==> src/rtl/fifo_status.sv <==
// fifo_status: circular-buffer FIFO with occupancy count, programmable
// almost-full/almost-empty flags, synchronous flush and sticky error flags.
// The head word is presented first-word-fall-through on r_data.
//
// Ports:
//   CLK, RESET       clock (rising edge) and async active-high reset
//   clr              synchronous flush, wins over wr/rd in the same cycle
//   wr, w_data       write request and data
//   rd               read request (pops the head word)
//   r_data           head-of-queue word, undefined while empty
//   empty, full      no entries / 2**W entries stored
//   almost_empty     count <= AE_TH
//   almost_full      count >= AF_TH
//   count            entries stored, 0..2**W
//   overflow         sticky: write attempted while full
//   underflow        sticky: read attempted while empty
module fifo_status #(
  parameter int B     = 8,
  parameter int W     = 5,
  parameter int AF_TH = 2**W - 2,
  parameter int AE_TH = 2
) (
  input  logic         CLK,
  input  logic         RESET,
  input  logic         clr,
  input  logic         wr,
  input  logic         rd,
  input  logic [B-1:0] w_data,
  output logic [B-1:0] r_data,
  output logic         empty,
  output logic         full,
  output logic         almost_empty,
  output logic         almost_full,
  output logic [W:0]   count,
  output logic         overflow,
  output logic         underflow
);

  localparam logic [W:0] DEPTH  = (W+1)'(2**W);
  localparam logic [W:0] AF_C   = (W+1)'(AF_TH);
  localparam logic [W:0] AE_C   = (W+1)'(AE_TH);
  localparam logic       AF_RST = (AF_TH == 0);

  logic [B-1:0] mem_q [0:(2**W)-1];

  logic [W-1:0] w_ptr_q, w_ptr_d;
  logic [W-1:0] r_ptr_q, r_ptr_d;
  logic [W:0]   count_q, count_d;
  logic         empty_q, empty_d;
  logic         full_q, full_d;
  logic         ae_q, ae_d;
  logic         af_q, af_d;
  logic         ovf_q, ovf_d;
  logic         udf_q, udf_d;
  logic         wr_acc, rd_acc;

  // Acceptance is judged against the registered flags; a flush cycle
  // accepts nothing so the flushed write never reaches memory.
  always_comb begin
    wr_acc  = wr & ~full_q & ~clr;
    rd_acc  = rd & ~empty_q & ~clr;

    w_ptr_d = w_ptr_q;
    r_ptr_d = r_ptr_q;
    count_d = count_q;
    ovf_d   = ovf_q;
    udf_d   = udf_q;

    if (clr) begin
      w_ptr_d = '0;
      r_ptr_d = '0;
      count_d = '0;
      ovf_d   = 1'b0;
      udf_d   = 1'b0;
    end else begin
      if (wr_acc) w_ptr_d = w_ptr_q + W'(1);
      if (rd_acc) r_ptr_d = r_ptr_q + W'(1);
      if (wr_acc && !rd_acc)      count_d = count_q + (W+1)'(1);
      else if (rd_acc && !wr_acc) count_d = count_q - (W+1)'(1);
      if (wr && full_q)  ovf_d = 1'b1;
      if (rd && empty_q) udf_d = 1'b1;
    end

    // Flags follow the next count so they line up with count itself.
    empty_d = (count_d == '0);
    full_d  = (count_d == DEPTH);
    ae_d    = (count_d <= AE_C);
    af_d    = (count_d >= AF_C);
  end

  always_ff @(posedge CLK or posedge RESET) begin
    if (RESET) begin
      w_ptr_q <= '0;
      r_ptr_q <= '0;
      count_q <= '0;
      empty_q <= 1'b1;
      full_q  <= 1'b0;
      ae_q    <= 1'b1;
      af_q    <= AF_RST;
      ovf_q   <= 1'b0;
      udf_q   <= 1'b0;
    end else begin
      w_ptr_q <= w_ptr_d;
      r_ptr_q <= r_ptr_d;
      count_q <= count_d;
      empty_q <= empty_d;
      full_q  <= full_d;
      ae_q    <= ae_d;
      af_q    <= af_d;
      ovf_q   <= ovf_d;
      udf_q   <= udf_d;
    end
  end

  // Storage is deliberately not reset.
  always_ff @(posedge CLK) begin
    if (wr_acc) mem_q[w_ptr_q] <= w_data;
  end

  assign r_data       = mem_q[r_ptr_q];
  assign empty        = empty_q;
  assign full         = full_q;
  assign almost_empty = ae_q;
  assign almost_full  = af_q;
  assign count        = count_q;
  assign overflow     = ovf_q;
  assign underflow    = udf_q;

endmodule

==> config.mk <==
export PLATFORM = sky130hd
export DESIGN_NAME = fifo_status
export DESIGN_NICKNAME = d
export VERILOG_FILES = /design/src/rtl/fifo_status.sv
export SDC_FILE = /design/constraint.sdc
export NUM_CORES = 1
export LEC_CHECK = 0
export CAP_MARGIN = 20
export CORE_MARGIN = 2
export CORE_UTILIZATION = 61
export DETAILED_ROUTE_END_ITERATION = 8
export PLACE_DENSITY = 0.79
export SLEW_MARGIN = 20
export SYNTH_ARGS = -nofsm -noshare
export SYNTH_HDL_FRONTEND = slang
export SYNTH_SLANG_ARGS = --single-unit
==> constraint.sdc <==
create_clock -name CLK -period 2.81 [get_ports CLK]
set_input_delay 0.562 -clock CLK [delete_from_list [all_inputs] [get_ports CLK]]
set_output_delay 0.562 -clock CLK [all_outputs]
set_load 0.005 [all_outputs]
==> impl_metrics.tcl, run 1 <==
set metrics [dict create \
    arrival_ns 2.55 \
    postRouteAntennaNets 0 \
    ys_ff_latch 278 \
    chipWidth_um 139 \
    power_leakage_uw 0.00447 \
    grt_max_degree 48 \
    clk_path_buf_depth 3 \
    yosysUniqueCellTypes 47 \
    dp.cells 874 \
    htreeDepth 1 \
    slowest_stage "dfrtp_4" \
    synth_area_mm2 0.0111 \
    relSlewSlack_pct 47.2 \
    start_kind "register" \
    antenna_found_initial 0 \
    p_seq_share_pct 46.8 \
    dpl_cell_area_mm2 0.0123 \
    critPathKind "reg2out" \
    worstMarginPinSlew_ns 0.791 \
    die_h_um 139 \
    cts_made_buffers 27 \
    min_period_ns 3.12 \
    slowest_delay_ns 0.55 \
    root_buffer "clkbuf_16" \
    fillers 951 \
    power_density_mw_per_mm2 745 \
    ys_warn_count 0 \
    period_share_pct 111 \
    pwr-share-comb_pct 17.9 \
    crit_fanout 6 \
    p_sw_uw 2400 \
    post_drt_wl_per_cell_um 26.8 \
    first_pass_iters 7 \
    outcome "finished, violations left" \
    ir_drop_v 0.000805 \
    fin_tns_setup_ns -2.25 \
    via_per_inst 6.37 \
    fmax_ghz 0.321 \
    avgSynthCellArea_um2 19.7 \
    crit_required_ns 2.25 \
    grt_pass1_wl_um 37800 \
    syn2layout_area_growth_pct 20.8 \
    swShare_pct 24.0 \
    stdcell_count 937 \
    drcViolationCount 0 \
    hold_viol 0 \
    coreArea_mm2 0.0180 \
    fin_skew_ns 0.0199 \
    std_cell_rows 49 \
    dr_total_vias 5968 \
    gp_congestion 0.809 \
    design.die.area_mm2 0.0194 \
    violations "setup timing" \
    portBuffers 32 \
    routed_wl_um 25100 \
    maxCapViolCount 0 \
    clock_latency_ns 0.54 \
    synth.net_count 587 \
    grt_use_total_pct 26.3 \
    nNetsFinal 708 \
    path_clk_slew_ns 0.07 \
    start_util_pct 62.1 \
    n_antenna_cell 0 \
    rsz0062_at_grt "yes" \
    finalSetupViolations 8 \
    hold_path.class "in2async" \
    p_int_uw 7630 \
    post-route-cell-area_mm2 0.0135 \
    pin_count 33 \
    drt_iter0_markers 608 \
    first_global_vias 6311 \
    crit_path_end_kind "output port" \
    netlist_instances 567 \
    dpl.hpwl_um 14600 \
    path_cells "buf_12 -> buf_12 -> buf_4 -> mux4_2 -> a211oi_2 -> buf_4 -> a211oi_2 -> buf_2" \
    fin_ws_ns -0.307 \
    layout-drive-gt1-share_pct 36.3 \
    maxSlewViolCount 0 \
    fin_util_pct 75.0 \
    cts_sinks 278 \
    cts_tree "done" \
    gr-total-overflow 0 \
    yosysSeqAreaShare_pct 73.9 \
    clkPwrFrac_pct 35.3 \
]
power groups by stage:
stage                     Clock, µW  Combinational [µW]  Sequential [µW]
final                          3540                1790             4700
after global routing           3700                1900             4710
after CTS                      3570                1790             4690
after detailed placement          0                1510             4780
after global placement            0                1470             4770
after floorplan                   0                 943             4750
synthesized netlist by cell type (all sizes together):
master	instances	area, µm²
a211oi	18	140
a21oi	6	30.0
a221oi	1	8.76
a22oi	1	7.51
a31oi	2	12.5
a41o	1	11.3
a41oi	1	8.76
and2	1	6.26
and2b	3	25.0
and4	2	17.5
buf	19	114
clkbuf	9	33.8
dfrtp	20	500
dfstp	2	52.6
edfxtp	256	7690
ha	7	87.6
inv	5	18.8
mux2	20	229
mux2i	8	80.1
mux4	64	1440
nand2	13	48.8
nand2b	3	18.8
nand3	2	10.0
nand3b	3	22.5
nand4	4	25.0
nor2	56	218
nor2b	11	76.3
nor3	4	25.0
nor3b	2	20.0
o21ai	1	5.00
o22ai	8	50.1
or2	2	12.5
or3	2	17.5
or3b	1	8.76
xnor2	2	17.5
xor2	7	61.3
final timing paths:
kind | cells past startpoint | endpoint | from | slack (ns)
worst max-delay path | 8 | r_data[4] | r_ptr_q[0]$_DFFE_PP0P_ | -0.31
worst min register to register | 2 | underflow$_DFFE_PP0P_ | underflow$_DFFE_PP0P_ | 0.54
worst min-delay path | 2 | w_ptr_q[3]$_DFFE_PP0P_ | RESET | 0.34
worst max register to register | 7 | empty$_DFF_PP1_ | count[1]$_DFF_PP0_ | 0.47
max in group asynchronous | 3 | almost_empty$_DFF_PP1_ | RESET | 1.84
min in group CLK | 2 | underflow$_DFFE_PP0P_ | underflow$_DFFE_PP0P_ | 0.54
routing by layer:
| metal | part of all wire (%) | vias up | wire length, µm | track usage (%) |
|---|---|---|---|---|
| met5 | 0 | - | 0 | 0 |
| met4 | 3.3 | 0 | 817 | 10.0 |
| met3 | 8.0 | 61 | 2010 | 3.73 |
| met2 | 52 | 343 | 13200 | 45.1 |
| met1 | 36 | 3033 | 9120 | 35.1 |
| li1 | - | 2531 | - | - |
worst max-delay path, delay by kind of cell, from the launching register on:
kind / cells / cell delay [ns]
buffers and inverters: 5 / 0.76
muxes: 1 / 0.44
AOI/OAI and AO/OA: 2 / 0.27
DFF: 1 / 0.55
final cells by class:
| class | count | area (µm²) | share of cell area, % |
|---|---|---|---|
| sequential | 278 | 8250 | 61.2 |
| multi-input combinational | 256 | 2960 | 22.0 |
| clock inverter | 20 | 174 | 1.29 |
| tap | 229 | 287 | 2.13 |
| inverter | 5 | 18.8 | 0.139 |
| timing repair buffer | 120 | 1100 | 8.18 |
| clock buffer | 29 | 683 | 5.07 |
metrics by stage:
stage	hold WS (ns)	total power (µW)	setup slack, ns
after CTS	0.345	10000	-0.301
final	0.343	10000	-0.307
after global placement	0.490	6240	-0.230
after floorplan	0.486	5690	0.440
after detailed placement	0.493	6290	-0.274
after global routing	0.374	10300	-0.352
layout by cell type (no fill, tap or decap), drive strengths merged, types with 3 or more instances in the layout:
| cell type | count |
|---|---|
| o22ai | 8 |
| inv | 6 |
| nor2b | 11 |
| bufinv | 3 |
| nand4 | 4 |
| a211oi | 18 |
| buf | 96 |
| and2b | 3 |
| nor3 | 4 |
| nand3b | 3 |
| clkdlybuf4s50 | 24 |
| dfrtp | 20 |
| edfxtp | 256 |
| nand2b | 3 |
| a21oi | 6 |
| xor2 | 7 |
| ha | 7 |
| clkbuf | 29 |
| mux4 | 64 |
| mux2i | 8 |
| clkinv | 14 |
| mux2 | 20 |
| nand2 | 13 |
| nor2 | 56 |
timing repair:
action | CTS | global route
cloned | 2 | 0
endpoints found under the setup margin | 8 | 8
resized for setup | 66 | 12
buffers inserted | 15 | 4
hold buffers | 0 | 0
pin swaps | 15 | 10
cell families after synthesis:
family                     count (synthesis)  synth area share (%)
adders and majority gates                  7                 0.786
AOI/OAI and AO/OA                         39                  2.46
xor gates and xnor gates                   9                 0.707
muxes                                     92                  15.7
DFF                                      278                  73.9
buffers and inverters                     33                  1.49
and+or+nand+nor                          109                  4.95
state kept, by name, summed over array words and instances, names as in the netlist:
signal        flops
r_ptr_q           5
full              1
overflow          1
empty             1
almost_full       1
w_ptr_q           5
mem_q           256
count             6
underflow         1
almost_empty      1
Power figures use the tool's default switching activity.
==> run 2: changes to the inputs <==
- CORE_MARGIN: 2 -> not set
==> impl_metrics.tcl, run 2 (synthesis results as in run 1) <==
set metrics [dict create \
    crit_path_end_kind "output port" \
    htreeDepth 1 \
    dpl.hpwl_um 14400 \
    dp.cells 868 \
    maxCapViolCount 0 \
    final_common_cell "edfxtp_1" \
    start_kind "register" \
    first_pass_iters 7 \
    gp_congestion 0.809 \
    timing.hold.ws_ns 0.514 \
    rsz0062_at_grt "yes" \
    violations "setup timing" \
    fmax_ghz 0.313 \
    power_density_mw_per_mm2 749 \
    n_antenna_cell 0 \
    path_cells "buf_12 -> buf_6 -> buf_6 -> mux4_2 -> mux2_4 -> o22ai_4 -> a211oi_2 -> buf_2" \
    slowest_delay_ns 0.54 \
    pin_count 33 \
    stdcell_count 924 \
    std_cell_rows 49 \
    mostFrequentLayoutCells "edfxtp_1, mux4_2, buf_4, nor2_1, clkbuf_16" \
    antenna_found_initial 0 \
    finalSetupViolations 8 \
    grt_max_degree 33 \
    chipWidth_um 137 \
    via_per_inst 6.31 \
    start_util_pct 62.1 \
    fin_util_pct 74.3 \
    swShare_pct 23.1 \
    p_seq_share_pct 47.0 \
    power_leakage_uw 0.00440 \
    clk_path_buf_depth 3 \
    ir_drop_v 0.000809 \
    design.die.area_mm2 0.0188 \
    coreArea_mm2 0.0180 \
    clock_latency_ns 0.52 \
    post-route-cell-area_mm2 0.0133 \
    grt_use_total_pct 27.5 \
    fin_ws_ns -0.386 \
    pwr-share-comb_pct 17.2 \
    portBuffers 32 \
    cts_sinks 278 \
    crit_required_ns 2.25 \
    arrival_ns 2.63 \
    cts_tree "done" \
    first_global_vias 6111 \
    hold_viol 0 \
    nNetsFinal 698 \
    crit_fanout 8 \
    postRouteAntennaNets 0 \
    fin_tns_setup_ns -2.69 \
    outcome "finished, violations left" \
    routed_wl_um 24100 \
    dr_total_vias 5827 \
    root_buffer "clkbuf_16" \
    hold_path.class "reg2reg" \
    gr-total-overflow 0 \
    period_share_pct 114 \
    grt_pass1_wl_um 36200 \
    p_int_uw 7680 \
    worstMarginPinSlew_ns 0.886 \
    layout-drive-gt1-share_pct 35.0 \
    largestRegisters "mem_q (256), count (6)" \
    critPathKind "reg2out" \
    regMostFlops "mem_q" \
    largest_register_ffs 256 \
    drt_iter0_markers 459 \
    syn2layout_area_growth_pct 19.7 \
    crit_top_cell "buf_6" \
    clkPwrFrac_pct 35.8 \
    fin_skew_ns 0.00830 \
    p_sw_uw 2310 \
    dpl_cell_area_mm2 0.0122 \
    die_h_um 137 \
    relSlewSlack_pct 40.8 \
    min_period_ns 3.20 \
    drcViolationCount 0 \
    post_drt_wl_per_cell_um 26.1 \
    cts_made_buffers 27 \
    path_clk_slew_ns 0.06 \
    slowest_stage "dfrtp_4" \
    maxSlewViolCount 0 \
]
## run 2: per-stage QoR
| step | total power (µW) | setup slack [ns] |
|---|---|---|
| after detailed placement | 6280 | -0.227 |
| after floorplan | 5690 | 0.440 |
| after global routing | 10300 | -0.425 |
| after global placement | 6250 | -0.218 |
| after CTS | 9950 | -0.399 |
| final | 9990 | -0.386 |
## run 2: final timing paths
| path | endpoint | slack (ns) | depth (start not counted) | from |
|---|---|---|---|---|
| worst min register to register | overflow$_DFFE_PP0P_ | 0.51 | 2 | overflow$_DFFE_PP0P_ |
| max in group asynchronous | r_ptr_q[0]$_DFFE_PP0P_ | 1.63 | 2 | RESET |
| worst max-delay path | r_data[3] | -0.39 | 8 | r_ptr_q[0]$_DFFE_PP0P_ |
| min in group asynchronous | count[4]$_DFF_PP0_ | 0.52 | 2 | RESET |
| worst min-delay path | overflow$_DFFE_PP0P_ | 0.51 | 2 | overflow$_DFFE_PP0P_ |
| worst max register to register | full$_DFF_PP0_ | 0.63 | 7 | count[0]$_DFF_PP0_ |
## run 2: area by class of cell
cell class / count / area [µm²]
sequential: 278 / 8250
fill: 982 / 4620
multi-input combinational: 256 / 2900
timing repair buffer: 110 / 1010
clock buffer: 33 / 698
tap: 229 / 287
clock inverter: 13 / 176
inverter: 5 / 18.8
## run 2: power groups by stage
stage,clock network [µW],logic (µW),registers [µW]
finish,3580,1720,4690
global route,3750,1810,4700
CTS,3610,1650,4690
detailed placement,0,1500,4780
global placement,0,1470,4770
floorplan,0,943,4750
## run 2: layer usage
metal / part of all wire [%] / wire length [µm] / vias up / global-route usage (%)
met2: 51 / 12300 / 186 / 45.4
li1: - / - / 2510 / -
met5: 0 / 0 / - / 0
met3: 5.9 / 1420 / 54 / 4.93
met4: 3.0 / 715 / 0 / 8.91
met1: 40 / 9700 / 3077 / 37.7
## run 2: worst max-delay path, delay by kind of cell, from the launching register on
kind            cells  cell delay, ns
buf+inv             4            0.55
mux                 2            0.71
compound gates      2            0.29
flops               1            0.54
## run 2: timing repair
item	4_1_cts	5_1_grt
gates resized for setup	51	16
setup buffers	7	5
setup endpoints to repair	8	8
hold buffers	0	0
pin swaps	0	7
==> run 3: changes to the inputs <==
- CTS_CLUSTER_SIZE: not set -> 25
- PLACE_DENSITY: 0.79 -> 0.82
==> impl_metrics.tcl, run 3 (synthesis results as in run 1) <==
set metrics [dict create \
    outcome "finished, violations left" \
    violations "setup timing" \
    layout-drive-gt1-share_pct 36.6 \
    syn2layout_area_growth_pct 21.5 \
    fmax_ghz 0.313 \
    worstMarginPinSlew_ns 0.577 \
    cts_sinks 278 \
    dpl.hpwl_um 14600 \
    regMostFlops "mem_q" \
    n_antenna_cell 0 \
    r2r_cells 6 \
    drt_iter0_markers 782 \
    first_global_vias 6315 \
    drcViolationCount 0 \
    clk_path_buf_depth 3 \
    cts_made_buffers 27 \
    post_drt_wl_per_cell_um 26.9 \
    pwr-share-comb_pct 18.9 \
    first_pass_iters 6 \
    grt_use_total_pct 29.0 \
    p_sw_uw 2450 \
    postRouteAntennaNets 0 \
    largest_register_ffs 256 \
    root_buffer "clkbuf_16" \
    start_util_pct 62.1 \
    coreArea_mm2 0.0180 \
    fillers 901 \
    ir_drop_v 0.000870 \
    power_leakage_uw 0.00452 \
    crit_path_start "r_ptr_q[0]$_DFFE_PP0P_" \
    clock_latency_ns 0.54 \
    swShare_pct 24.6 \
    power_density_mw_per_mm2 736 \
    final_common_cell "edfxtp_1" \
    std_cell_rows 49 \
    fin_ws_ns -0.382 \
    r2r-end "mem_q[24][2]$_DFFE_PP_" \
    multi_input_area_mm2 0.00300 \
    arrival_ns 2.63 \
    hold_path.class "in2async" \
    chipWidth_um 137 \
    routed_wl_um 25400 \
    crit_fanout 6 \
    htreeDepth 1 \
    nNetsFinal 714 \
    total_power_uw 9970 \
    rsz0062_at_grt "yes" \
    antenna_found_initial 0 \
    clkPwrFrac_pct 33.9 \
    design.die.area_mm2 0.0188 \
    dr_total_vias 6094 \
    largestRegisters "mem_q (256), count (6)" \
    maxSlewViolCount 0 \
    crit_path_end_kind "output port" \
    dpl_cell_area_mm2 0.0123 \
    maxCapViolCount 0 \
    gp_congestion 0.823 \
    p_int_uw 7520 \
    r2r_setup_slack_ns 0.50 \
    min_period_ns 3.19 \
    crit_required_ns 2.25 \
    via_per_inst 6.46 \
    grt_pass1_wl_um 38500 \
    register_area_mm2 0.00825 \
    rr_startpoint "full$_DFF_PP0_" \
    endpoint "r_data[6]" \
    finalSetupViolations 8 \
    hold_viol 0 \
    p_seq_share_pct 47.2 \
    start_kind "register" \
    die_h_um 137 \
    portBuffers 32 \
    fin_skew_ns 0.0109 \
    post-route-cell-area_mm2 0.0135 \
    relSlewSlack_pct 61.6 \
    path_clk_slew_ns 0.07 \
    gr-total-overflow 0 \
    grt_max_degree 33 \
    mostFrequentLayoutCells "edfxtp_1, buf_4, mux4_2, nor2_1, clkbuf_16" \
    critPathKind "reg2out" \
    pin_count 33 \
    period_share_pct 114 \
    cts_tree "done" \
]
-- run 3: cell count changes in the layout (fill, tap and decap cells not counted), sizes merged --
| cell | before | now |
|---|---|---|
| inv | 5 | 6 |
| buf | 83 | 102 |
| clkinv | 7 | 15 |
| bufinv | 4 | 1 |
| dlygate4sd2 | 2 | 0 |
| clkbuf | 34 | 31 |
| clkinvlp | 2 | 1 |
-- run 3: metal layers --
metal  up-vias  GRT usage, %  wire (µm)
li1       2543             -          -
met1      3128          39.6       9440
met2       351          48.9      13100
met3        72          3.46       1920
met4         0          10.7        945
met5         -             0          0
-- run 3: per-stage QoR --
step                setup TNS [ns]  setup WS (ns)  cells  utilization [%]  hold WS, ns
finish                       -2.46         -0.382    943             75.4        0.304
global route                 -2.79         -0.399    943             75.4        0.367
CTS                          -2.31         -0.324    942             75.3        0.320
detailed placement          -0.528         -0.121    878             68.5        0.507
global placement            -0.223        -0.0538    878             68.5        0.495
floorplan                        0          0.440    567                -        0.486
-- run 3: worst min-delay path by stage --
stage	to	slack, ns	depth (start not counted)
after detailed placement	overflow$_DFFE_PP0P_	0.51	2
after global placement	underflow$_DFFE_PP0P_	0.50	2
after global routing	w_ptr_q[0]$_DFFE_PP0P_	0.37	2
after CTS	w_ptr_q[1]$_DFFE_PP0P_	0.32	2
after floorplan	overflow$_DFFE_PP0P_	0.49	2
final	w_ptr_q[2]$_DFFE_PP0P_	0.30	2
-- run 3: worst max-delay path: stages (launching register included) --
cell and delay (ns):
dfrtp_4 0.56, buf_12 0.17, buf_6 0.11, mux4_2 0.46
mux2_4 0.31, o22ai_4 0.16, buf_6 0.14, a211oi_4 0.04
buf_2 0.14
-- run 3: cell type report --
class                   count  area share [%]
well taps                 229            2.12
clock inverters            18           0.979
clock buffers              31            5.10
inverters                   5           0.139
multi-input cells         256            22.2
flip-flops and latches    278            60.9
repair buffers            126            8.62
-- run 3: what timing repair did --
| action | 4_1_cts | 5_1_grt |
|---|---|---|
| gates resized for setup | 88 | 7 |
| setup buffers | 15 | 2 |
| pin swaps | 19 | 7 |
| hold buffers | 0 | 0 |
| endpoints found under the setup margin | 8 | 8 |
| gates cloned | 2 | 0 |
-- run 3: power by group through the flow --
stage,clock (µW),combinational (µW),sequential [µW]
detailed placement,0,1550,4780
CTS,3390,1860,4700
finish,3390,1880,4700
floorplan,0,943,4750
global placement,0,1500,4780
global route,3550,1980,4710
